## src/rtl/multicycle_sequencer.sv

```systemverilog
// Multi-cycle instruction sequencer for the rv32 core.
// Steps each instruction through FETCH / DECODE / EXECUTE / MEMORY / WRITEBACK,
// drives the datapath enables, handshakes with instruction/data memory and
// parks the core in HALT on a debug request or on a hung memory bus.
module multicycle_sequencer #(
  parameter int MEM_TIMEOUT = 16,
  parameter int INSTRET_W   = 32
) (
  input  logic                 clk,
  input  logic                 rst,
  input  logic                 halt_req,
  output logic                 imem_req,
  input  logic                 imem_ready,
  output logic                 dmem_req,
  output logic                 dmem_we,
  input  logic                 dmem_ready,
  input  logic                 reg_write,
  input  logic                 load,
  input  logic                 store,
  input  logic                 branch,
  input  logic                 branch_taken,
  input  logic                 next_sel,
  output logic                 ir_write,
  output logic                 pc_write,
  output logic                 pc_src,
  output logic                 rf_write_en,
  output logic [2:0]           state,
  output logic                 bus_error,
  output logic                 halted,
  output logic [INSTRET_W-1:0] instret
);

  localparam logic [2:0] S_FETCH     = 3'd0;
  localparam logic [2:0] S_DECODE    = 3'd1;
  localparam logic [2:0] S_EXECUTE   = 3'd2;
  localparam logic [2:0] S_MEMORY    = 3'd3;
  localparam logic [2:0] S_WRITEBACK = 3'd4;
  localparam logic [2:0] S_HALT      = 3'd5;

  // Wait counter only has to reach MEM_TIMEOUT-1; with the timeout disabled
  // it is free-running and its wrap is harmless.
  localparam int             WCW       = (MEM_TIMEOUT > 1) ? $clog2(MEM_TIMEOUT) : 1;
  localparam bit             TO_EN     = (MEM_TIMEOUT > 0);
  localparam logic [WCW-1:0] WAIT_LAST = WCW'((MEM_TIMEOUT > 0) ? MEM_TIMEOUT - 1 : 0);

  logic [2:0]           state_q, state_d;
  logic [WCW-1:0]       wait_cnt;
  logic                 wait_inc;
  logic                 bus_err_q, set_berr;
  logic [INSTRET_W-1:0] instret_q;

  // Raw (pre-reset-gating) output decodes.
  logic ireq_r, dreq_r, dwe_r, irw_r, pcw_r, rfw_r, hlt_r;
  logic wait_limit;

  assign wait_limit = TO_EN && (wait_cnt == WAIT_LAST);

  // Next-state and output decode from the registered state and live inputs.
  always_comb begin
    state_d  = state_q;
    wait_inc = 1'b0;
    set_berr = 1'b0;
    ireq_r   = 1'b0;
    dreq_r   = 1'b0;
    dwe_r    = 1'b0;
    irw_r    = 1'b0;
    pcw_r    = 1'b0;
    rfw_r    = 1'b0;
    hlt_r    = 1'b0;
    case (state_q)
      S_FETCH: begin
        ireq_r = 1'b1;
        if (imem_ready) begin
          // A completing fetch wins over both halt and the timeout limit.
          irw_r   = 1'b1;
          state_d = S_DECODE;
        end else if (wait_limit) begin
          state_d  = S_HALT;
          set_berr = 1'b1;
        end else if (halt_req) begin
          state_d = S_HALT;
        end else begin
          wait_inc = 1'b1;
        end
      end
      S_DECODE: state_d = S_EXECUTE;
      S_EXECUTE: begin
        if (load || store) begin
          state_d = S_MEMORY;
        end else if (reg_write) begin
          state_d = S_WRITEBACK;
        end else begin
          // Branches retire straight from EXECUTE.
          pcw_r   = 1'b1;
          state_d = S_FETCH;
        end
      end
      S_MEMORY: begin
        // halt_req is deliberately ignored: a started data access completes.
        dreq_r = 1'b1;
        dwe_r  = store & ~load;
        if (dmem_ready) begin
          if (load) begin
            state_d = S_WRITEBACK;
          end else begin
            pcw_r   = 1'b1;
            state_d = S_FETCH;
          end
        end else if (wait_limit) begin
          state_d  = S_HALT;
          set_berr = 1'b1;
        end else begin
          wait_inc = 1'b1;
        end
      end
      S_WRITEBACK: begin
        rfw_r   = reg_write;
        pcw_r   = 1'b1;
        state_d = S_FETCH;
      end
      S_HALT: begin
        hlt_r = 1'b1;
        // A bus error is terminal until reset.
        if (!halt_req && !bus_err_q) state_d = S_FETCH;
      end
      default: state_d = S_FETCH;
    endcase
  end

  // State register.
  always_ff @(posedge clk) begin
    if (rst) state_q <= S_FETCH;
    else     state_q <= state_d;
  end

  // Consecutive-wait counter; restarts on every state change.
  always_ff @(posedge clk) begin
    if (rst)                     wait_cnt <= '0;
    else if (state_d != state_q) wait_cnt <= '0;
    else if (wait_inc)           wait_cnt <= wait_cnt + WCW'(1);
  end

  // Sticky bus error flag.
  always_ff @(posedge clk) begin
    if (rst)           bus_err_q <= 1'b0;
    else if (set_berr) bus_err_q <= 1'b1;
  end

  // Retired-instruction counter, one per retire strobe, wraps naturally.
  always_ff @(posedge clk) begin
    if (rst)        instret_q <= '0;
    else if (pcw_r) instret_q <= instret_q + INSTRET_W'(1);
  end

  // Every output is held low while reset is asserted.
  always_comb begin
    imem_req    = ~rst & ireq_r;
    dmem_req    = ~rst & dreq_r;
    dmem_we     = ~rst & dwe_r;
    ir_write    = ~rst & irw_r;
    pc_write    = ~rst & pcw_r;
    pc_src      = ~rst & (next_sel | (branch & branch_taken));
    rf_write_en = ~rst & rfw_r;
    halted      = ~rst & hlt_r;
    bus_error   = ~rst & bus_err_q;
    state       = rst ? 3'd0 : state_q;
    instret     = rst ? '0 : instret_q;
  end

endmodule

```

## config.mk

```make
export PLATFORM = sky130hd
export DESIGN_NAME = multicycle_sequencer
export DESIGN_NICKNAME = d
export VERILOG_FILES = /design/src/rtl/multicycle_sequencer.sv
export SDC_FILE = /design/constraint.sdc
export NUM_CORES = 1
export LEC_CHECK = 0
export BUFFER_PORTS_ARGS = -buffer_cell sky130_fd_sc_hd__buf_2
export CAP_MARGIN = 10
export CORE_ASPECT_RATIO = 1.5
export CORE_MARGIN = 4
export CORE_UTILIZATION = 52
export CTS_BUF_LIST = sky130_fd_sc_hd__clkbuf_4 sky130_fd_sc_hd__clkbuf_8
export CTS_CLUSTER_SIZE = 24
export DETAILED_ROUTE_END_ITERATION = 10
export PLACE_DENSITY_LB_ADDON = 0.2
export SYNTH_ARGS = -nofsm -noshare
export SYNTH_HDL_FRONTEND = slang
export SYNTH_SLANG_ARGS = --single-unit
export TNS_END_PERCENT = 20
```

## constraint.sdc

```tcl
create_clock -name clk -period 5.9 [get_ports clk]
set_clock_uncertainty 0.1 [all_clocks]
set_input_delay 0.295 -clock clk [delete_from_list [all_inputs] [get_ports clk]]
set_output_delay 0.295 -clock clk [all_outputs]
set_load 0.03 [all_outputs]
```

==> impl_results.md, run 1 <==
* Final Hold Vio Count at 0
* Largest net degree at the start of global routing at 77
* Mapped Cells at 290
* Hold buffers post-CTS at 0
* Post-Layout Cell Count at 383
* CP max stage delay at 0.68 ns
* Status: complete, no violations
* Clock Sink Count at 40
* Global-route usage over all layers at 0.192
* # Post-CTS Setup Buffers at 0
* CP required at 6.02 ns
* Die ar. at 5560 sq um
* Cell Pwr Density at 219 nW/um^2
* TritonCTS Buffers at 5
* Die width at 62.2 microns
* Total grt overflow at 0
* HP Class: in2reg
* Area of the multi-input gates at 1400 sq um
* Synth warnings at 0
* Critical-path cell list: and3b_1, a22o_1, o2111ai_1, or4_1, a21oi_1
* Initial antenna violation count at 0
* Setup WS pre-CTS at 3.36 ns
* Dpl cells at 375
* CP max-delay cell: dfxtp_1
* Num rows at 29
* Commonest non-fill, non-tap cell in the layout: buf_2
* Depth of the CTS H-tree at 2
* Register area at 801 sq um
* Clk buf depth at 2
* Vert. Die Dim at 89.3 microns
* IO Port Bufs at 54
* Starting DRT DRC Count at 140
* Core ar. at 4250 sq um
* RSZ-0062 raised after global routing: false
* Area grow syn2layout at 17.5%
* WL final at 5.32 mm
* Root buffer cell: clkbuf_8
* CP Capture Type: register
* First-pass GRT wire length at 8.83 mm
* Crit path time final at 2.61 ns
* Fmax at 383 MHz
* P_leak at 1.15 nW
* Setup total negative slack at 0 ns
* Least-Margin Pin Slew at 0.770 ns
* CP Launch Type: register
* Ant. Diodes at 0
* Worst Hold Margin at 0.321 ns
* Via Count at 2174
* Seq/Total Area, Yosys at 0.349
* Nets at 349
* Clock slew at reported path FFs at 0.08 ns
* CTS tree: yes
* VDD IR max at 168 uV
* FF+latch count, synth at 40
* HPWL Detailed at 3.69 mm
* Commonest non-fill, non-tap cells in the layout: buf_2, dfxtp_1, nor2b_1
* GP Congestion at 0.838
* Vias in the first global route at 2024
* Final worst setup slack at 3.29 ns
* Worst Path Max Fanout at 18
* Final cycle utilization of the critical path at 0.443
* Wire per inst at 13.9 microns
* Final core occ at 0.635
* Drt drc at 0
* Max_cap viols at 0
* CTS resizes at 0
* Syn Area/Cell at 7.90 sq um
* Routed Antenna Nets at 0
* Filler Cell Count at 382
* Syn_nets at 303
* Later-pin clock latency in the skew report at 0.29 ns
* Mapped Area at 2290 sq um
* Slew Viols, Final at 0
* I/O pin cnt at 55
* Via density at 5.68
* Setup CP Type: reg2reg
* Synth cell types at 45
* Router iterations before antenna repair at 4
* Initial core utilization at 0.540
* Layout cells sized above 1 at 0.208
* Final setup fails at 0
* Slew HR at 0.483
* Arrival @ worst endpoint at 2.73 ns
cells by family (layout without fill, tap and decap cells):
family / after synthesis / in the layout / synth area share
compound gates: 66 / 66 / 0.176
xor+xnor: 12 / 12 / 0.0459
fa+ha+maj: 2 / 2 / 0.0109
buf+inv: 23 / 70 / 0.0393
flops: 40 / 40 / 0.349
mux: 4 / 4 / 0.0186
simple gates: 143 / 143 / 0.360
per-layer routing:
layer  GRT usage  up-vias  routed length [microns]
met5           0        -                        0
met4      0.0809        0                      100
met3      0.0340       14                      247
met2       0.337       52                     2620
met1       0.231      976                     2350
li1            -     1132                        -
path summary, 6_finish.rpt:
check	slack [ns]	to	from	cells after the start
worst max-delay path	3.29	instret_q[31]$_SDFFE_PP0P_	state_q[0]$_SDFF_PP0_	5
worst min-delay path	0.32	state_q[2]$_SDFF_PP0_	halt_req	3
worst max register to register	3.29	instret_q[31]$_SDFFE_PP0P_	state_q[0]$_SDFF_PP0_	5
worst min register to register	0.39	instret_q[31]$_SDFFE_PP0P_	instret_q[31]$_SDFFE_PP0P_	2
synthesized netlist by cell type, drive strengths merged:
master	number	area [sq um]
a2111oi	1	8.76
a211oi	1	7.51
a21o	1	7.51
a21oi	20	100
a22o	1	8.76
a31oi	2	12.5
and2	5	31.3
and3	8	50.1
and3b	2	17.5
and4	2	17.5
buf	5	22.5
clkbuf	12	45.0
dfxtp	40	801
ha	2	25.0
inv	6	22.5
mux2	2	22.5
mux2i	2	20.0
nand2	16	60.1
nand2b	2	12.5
nand3	8	40.0
nand3b	1	7.51
nand4	5	46.3
nor2	30	113
nor2b	33	206
nor3	5	25.0
nor4	5	46.3
nor4b	1	15.0
nor4bb	1	10.0
o2111ai	5	50.0
o211ai	6	45.0
o21a	1	7.51
o21ai	23	115
o22a	1	8.76
o31a	1	8.76
o31ai	2	15.0
o41ai	1	8.76
or3	13	81.3
or4	6	45.0
xnor2	2	17.5
xor2	10	87.6
critical path, delay by kind of cell (launching register included):
kind / cells / cell delay, ns
AND/OR/NAND/NOR: 2 / 0.78
flip-flops: 1 / 0.68
AO/OA/AOI/OAI: 3 / 0.98
power breakdown:
part | switching [mW] | internal [mW] | total, mW | leakage, nW
Combinational | 0.0377 | 0.0205 | 0.0582 | 0.759
Clock | 0.0985 | 0.149 | 0.248 | 0.0645
Sequential | 0.00929 | 0.273 | 0.283 | 0.323
Total | 0.146 | 0.443 | 0.589 | 1.15
cell type report:
cell class	instances	share of cell area
timing repair buffer	56	0.106
clock buffer	7	0.0358
inverter	6	0.00836
sequential	40	0.297
tap	46	0.0214
clock inverter	1	0.0111
multi-input combinational	227	0.520
registers in the layout (all words and copies together), names as in the netlist:
name       count
wait_cnt       4
state_q        3
instret_q     32
bus_err_q      1
per-stage QoR:
step / cell area, sq um / power, mW
floorplan: 2290 / 0.332
finish: 2690 / 0.589
global placement: 2570 / 0.347
global route: 2690 / 0.614
CTS: 2690 / 0.593
detailed placement: 2570 / 0.347
(Power assumes the default switching activity.)
==> run 2: changes to the inputs <==
==> constraint.sdc (replaced) <==
create_clock -name clk -period 2.55 [get_ports clk]
set_clock_uncertainty 0.1 [all_clocks]
set_input_delay 0.1275 -clock clk [delete_from_list [all_inputs] [get_ports clk]]
set_output_delay 0.1275 -clock clk [all_outputs]
set_load 0.03 [all_outputs]
==> impl_results.md, run 2 (synthesis results as in run 1) <==
* Status: complete, no violations
* Commonest non-fill, non-tap cells in the layout: buf_2, dfxtp_1, nor2b_1
* Vias in the first global route at 2102 (+3.9%)
* First-pass GRT wire length at 9.13 mm (+3.4%)
* CP max stage delay at 0.57 ns (-0.11 ns)
* Sw Share at 0.264 (+0.0173)
* Root buffer cell: clkbuf_8
* Starting DRT DRC Count at 103 (-26%)
* Int Pwr at 903 uW (+100%)
* R2R Path Start: state_q[1]$_SDFF_PP0_
* Slew Viols, Final at 0 (unchanged)
* Nets at 354 (+1.4%)
* Area grow syn2layout at 18.2%
* Final cycle utilization of the critical path at 0.877 (+0.435)
* HP Class: in2reg
* Via density at 5.72 (+0.75%)
* Largest net degree at the start of global routing at 52 (-32%)
* Setup total negative slack at 0 ns (unchanged)
* Routed Antenna Nets at 0 (unchanged)
* FF-to-FF End: instret_q[31]$_SDFFE_PP0P_
* Drt drc at 0 (unchanged)
* GP Congestion at 0.924 (+10%)
* HPWL Detailed at 3.97 mm (+7.5%)
* Later-pin clock latency in the skew report at 0.29 ns (about the same)
* Ant. Diodes at 0 (unchanged)
* Clock network power share at 0.351 (-0.070)
* Wire per inst at 13.7 microns (-1.6%)
* Arrival @ worst endpoint at 2.37 ns (-0.36 ns)
* Largest register by flop count: instret_q
* Worst Path Buf+Inv at 1 (+1)
* Crit path time final at 2.24 ns (-0.375 ns)
* Leading registers by flop count: instret_q: 32 flops, wait_cnt: 4 flops, state_q: 3 flops
* Worst Hold Margin at 0.171 ns (-0.150 ns)
* Max_cap viols at 0 (unchanged)
* P_leak at 1.16 nW (+1.2%)
* Final Hold Vio Count at 0 (unchanged)
* WP depth at 6 (+1)
* Clk buf depth at 2 (unchanged)
* Router iterations before antenna repair at 5 (+1)
* End of the critical path: instret_q[31]$_SDFFE_PP0P_
* Initial core utilization at 0.540 (unchanged)
* Die ar. at 5560 sq um (unchanged)
* Clock slew at reported path FFs at 0.08 ns (about the same)
* CP max-delay cell: dfxtp_1
* P_sw at 325 uW (+120%)
* I/O pin cnt at 55 (unchanged)
* Num rows at 29 (unchanged)
* Worst R2R Setup Slack at 0.31 ns (-2.98 ns)
* Hold buffers post-CTS at 0 (unchanged)
* Global-route usage over all layers at 0.198 (+0.00584)
* Via Count at 2219 (+2.1%)
* Design Area, Final at 2710 sq um (+0.60%)
* Least-Margin Pin Slew at 0.475 ns (-0.295 ns)
* Seq pwr share at 0.526 (+0.046)
* CTS tree: yes
* Fmax at 447 MHz (+17%)
* Core ar. at 4250 sq um (unchanged)
* Initial antenna violation count at 0 (unchanged)
* CTS resizes at 0 (unchanged)
* Total grt overflow at 0 (unchanged)
* Critical-path cell list: and3b_1, a22o_1, o2111ai_1, buf_4, or4_1, a21oi_1
* CP Launch Type: register
* Layout cells sized above 1 at 0.219 (+0.0116)
* Placed cell area at 2620 sq um (+1.9%)
* # Post-CTS Setup Buffers at 0 (unchanged)
* CP Capture Type: register
* Cell Pwr Density at 453 nW/um^2 (+110%)
* VDD IR max at 375 uV (+120%)
* Clock Sink Count at 40 (unchanged)
* WL final at 5.30 mm (-0.30%)
* IO Port Bufs at 54 (unchanged)
* Vert. Die Dim at 89.3 microns (unchanged)
* RSZ-0062 raised after global routing: false
* Final setup fails at 0 (unchanged)
* Setup CP Type: reg2reg
* Combinational fraction of design power at 0.123 (+0.024)
* CP required at 2.68 ns (-3.34 ns)
* Slew HR at 0.683 (+0.200)
* Worst R2R Path Depth at 6 (+1)
* TritonCTS Buffers at 5 (unchanged)
* Die width at 62.2 microns (unchanged)
* Depth of the CTS H-tree at 2 (unchanged)
* CP startpoint: state_q[1]$_SDFF_PP0_
* Largest register FFs at 32 (unchanged)
* Worst Path Max Fanout at 13 (-5)
* Commonest non-fill, non-tap cell in the layout: buf_2
* Top cell family by delay on the critical path: compound AO/OA/AOI/OAI gates
* Filler Cell Count at 416 (+8.9%)
## run 2: area by class of cell
type / count / area, sq um / share of cell area
Multi-Input combinational cell: 227 / 1400 / 0.517
Clock inverter: 1 / 8.76 / 0.00323
Clock buffer: 7 / 83.8 / 0.0309
Sequential cell: 40 / 801 / 0.295
Inverter: 6 / 22.5 / 0.00831
Tap cell: 46 / 57.6 / 0.0212
Timing Repair Buffer: 61 / 335 / 0.124
## run 2: layer usage
metal	GRT usage	wire length (microns)	vias to the layer above
met2	0.356	2760	47
li1	-	-	1140
met3	0.0465	238	11
met1	0.218	2180	1021
met4	0.0966	116	0
met5	0	0	-
## run 2: through the flow
step | power [mW] | cells | util | setup WS (ns)
4_1_cts | 1.24 | 388 | 0.638 | 0.333
2_1_floorplan | 0.768 | 290 | - | 0.241
5_1_grt | 1.29 | 388 | 0.638 | 0.105
3_5_place_dp | 0.812 | 380 | 0.617 | 0.361
3_3_place_gp | 0.812 | 380 | 0.617 | 0.385
6_report | 1.23 | 388 | 0.638 | 0.313
## run 2: worst min-delay path by stage
stage | from | endpoint | depth (start not counted)
2_1_floorplan | rst | instret_q[8]$_SDFFE_PP0P_ | 2
3_3_place_gp | instret_q[31]$_SDFFE_PP0P_ | instret_q[31]$_SDFFE_PP0P_ | 2
3_5_place_dp | instret_q[30]$_SDFFE_PP0P_ | instret_q[30]$_SDFFE_PP0P_ | 2
4_1_cts | halt_req | state_q[2]$_SDFF_PP0_ | 3
5_1_grt | halt_req | state_q[2]$_SDFF_PP0_ | 3
6_report | halt_req | state_q[2]$_SDFF_PP0_ | 3
## run 2: tightest hold or removal path: stages
cell and delay [ns]:
buf_2 0.12, o211ai_1 0.10, a21oi_1 0.16
## run 2: power groups by stage
stage               Sequential [mW]  Combinational (mW)  Clock [mW]
floorplan                     0.652               0.116           0
global placement              0.660               0.152           0
global route                  0.648               0.168       0.471
detailed placement            0.660               0.152           0
CTS                           0.645               0.152       0.445
finish                        0.646               0.151       0.431
==> run 3: changes to the inputs <==
==> constraint.sdc (replaced) <==
create_clock -name clk -period 2.2 [get_ports clk]
set_clock_uncertainty 0.1 [all_clocks]
set_input_delay 0.11 -clock clk [delete_from_list [all_inputs] [get_ports clk]]
set_output_delay 0.11 -clock clk [all_outputs]
set_load 0.03 [all_outputs]
==> impl_results.md, run 3 (synthesis results as in run 1) <==
* Status: complete, no violations
* Tot Pwr at 1.53 mW (+25%)
* Placed cell area at 2670 sq um (+2.0%)
* Via density at 5.70 (-0.28%)
* Commonest non-fill, non-tap cells in the layout: buf_2, dfxtp_1, nor2b_1
* HP Class: in2reg
* Fmax at 489 MHz (+9.4%)
* Clock Sink Count at 40 (unchanged)
* CP Capture Type: register
* CP Launch Type: register
* Clock slew at reported path FFs at 0.08 ns (about the same)
* Slew HR at 0.723 (+0.0403)
* VDD IR max at 733 uV (+96%)
* Total grt overflow at 0 (unchanged)
* Initial antenna violation count at 0 (unchanged)
* Nets at 360 (+1.7%)
* RSZ-0062 raised after global routing: false
* CTS tree: yes
* Commonest non-fill, non-tap cell in the layout: buf_2
* P_leak at 1.20 nW (+3.2%)
* I/O pin cnt at 55 (unchanged)
* Later-pin clock latency in the skew report at 0.30 ns (about the same)
* Worst Path Buf+Inv at 0 (-1)
* CTS resizes at 0 (unchanged)
* Least-Margin Pin Slew at 0.409 ns (-0.0661 ns)
* Vert. Die Dim at 89.3 microns (unchanged)
* WL final at 5.18 mm (-2.3%)
* Critical-path cell list: ha_1, and3_1, o21a_1, o41ai_1, o211ai_1, a211oi_1
* Routed Antenna Nets at 0 (unchanged)
* Final cycle utilization of the critical path at 0.930 (+0.0524)
* Setup total negative slack at 0 ns (unchanged)
* Clk buf depth at 2 (unchanged)
* Design Area, Final at 2790 sq um (+3.0%)
* Area grow syn2layout at 21.8%
* HPWL Detailed at 3.91 mm (-1.5%)
* Filler Cell Count at 376 (-9.6%)
* Hold buffers post-CTS at 0 (unchanged)
* Final Hold Vio Count at 0 (unchanged)
* Layout cells sized above 1 at 0.236 (+0.0163)
* Slew Viols, Final at 0 (unchanged)
* CP required at 2.31 ns (-0.37 ns)
* Wire per inst at 13.1 microns (-3.8%)
* Max_cap viols at 0 (unchanged)
* Router iterations before antenna repair at 4 (-1)
* Final setup fails at 0 (unchanged)
* Crit path time final at 2.05 ns (-0.192 ns)
* Via Count at 2247 (+1.3%)
* Root buffer cell: clkbuf_8
* First-pass GRT wire length at 8.98 mm (-1.7%)
* Cell Pwr Density at 549 nW/um^2 (+21%)
* Initial core utilization at 0.540 (unchanged)
* IO Port Bufs at 54 (unchanged)
* Top cell family by delay on the critical path: compound AO/OA/AOI/OAI gates
* Depth of the CTS H-tree at 2 (unchanged)
* GP Congestion at 0.920 (-0.35%)
* Die ar. at 5560 sq um (unchanged)
* Largest net degree at the start of global routing at 37 (-29%)
* Worst Path Max Fanout at 5 (-8)
* Largest register FFs at 32 (unchanged)
* Arrival @ worst endpoint at 2.16 ns (-0.21 ns)
* Vias in the first global route at 2078 (-1.1%)
* Num rows at 29 (unchanged)
* Global-route usage over all layers at 0.193 (-0.00462)
* Core ar. at 4250 sq um (unchanged)
* Drt drc at 0 (unchanged)
* Starting DRT DRC Count at 78 (-24%)
* Die width at 62.2 microns (unchanged)
* Setup CP Type: reg2reg
* CP max-delay cell: o41ai_1
* CP max stage delay at 0.39 ns (-0.18 ns)
* TritonCTS Buffers at 5 (unchanged)
* Leading registers by flop count: instret_q: 32 flops, wait_cnt: 4 flops, state_q: 3 flops
* # Post-CTS Setup Buffers at 0 (unchanged)
* Largest register by flop count: instret_q
* Ant. Diodes at 0 (unchanged)
## run 3: cell count changes in the layout (fill, tap and decap cells not counted)
cell | before | now
bufinv_16 | 0 | 1
clkinvlp_4 | 0 | 1
clkinv_4 | 1 | 0
o2111ai_4 | 0 | 1
buf_4 | 6 | 12
clkinv_2 | 0 | 1
nor4_2 | 0 | 1
clkbuf_4 | 2 | 0
nor4_1 | 4 | 3
o2111ai_2 | 1 | 0
## run 3: path summary, 6_finish.rpt
| kind | start | end | slack [ns] | cells after the start |
|---|---|---|---|---|
| hold reg to reg | instret_q[17]$_SDFFE_PP0P_ | instret_q[17]$_SDFFE_PP0P_ | 0.40 | 2 |
| setup reg to reg | wait_cnt[0]$_SDFFE_PP0P_ | wait_cnt[2]$_SDFFE_PP0P_ | 0.15 | 6 |
| setup / recovery | wait_cnt[0]$_SDFFE_PP0P_ | wait_cnt[2]$_SDFFE_PP0P_ | 0.15 | 6 |
| hold / removal | rst | instret_q[3]$_SDFFE_PP0P_ | 0.08 | 2 |
## run 3: where the power goes
part / internal, mW / switching, mW / leakage, nW
Combinational: 0.0702 / 0.120 / 0.820
Sequential: 0.734 / 0.0109 / 0.323
Clock: 0.336 / 0.262 / 0.0541
Total: 1.14 / 0.393 / 1.20
## run 3: metrics by stage
step,hold slack [ns],setup WS [ns],cells,util
floorplan,0.181,0.118,290,-
global placement,0.368,0.190,386,0.629
detailed placement,0.382,0.177,386,0.629
CTS,0.0827,0.151,394,0.655
global route,0.0932,0.0197,394,0.658
finish,0.0756,0.154,394,0.658
## run 3: cell type report
cell class / instances / area, sq um / area share
timing repair buffer: 67 / 380 / 0.136
sequential: 40 / 801 / 0.287
tap: 46 / 57.6 / 0.0206
multi-input combinational: 227 / 1420 / 0.508
clock buffer: 5 / 68.8 / 0.0247
inverter: 6 / 22.5 / 0.00807
clock inverter: 3 / 42.5 / 0.0152
## run 3: per-layer routing
layer	up-vias	track usage	part of all wire
met5	-	0	0
met4	0	0.0750	0.013
met3	5	0.0377	0.047
met2	50	0.360	0.50
met1	1038	0.215	0.44
li1	1154	-	-
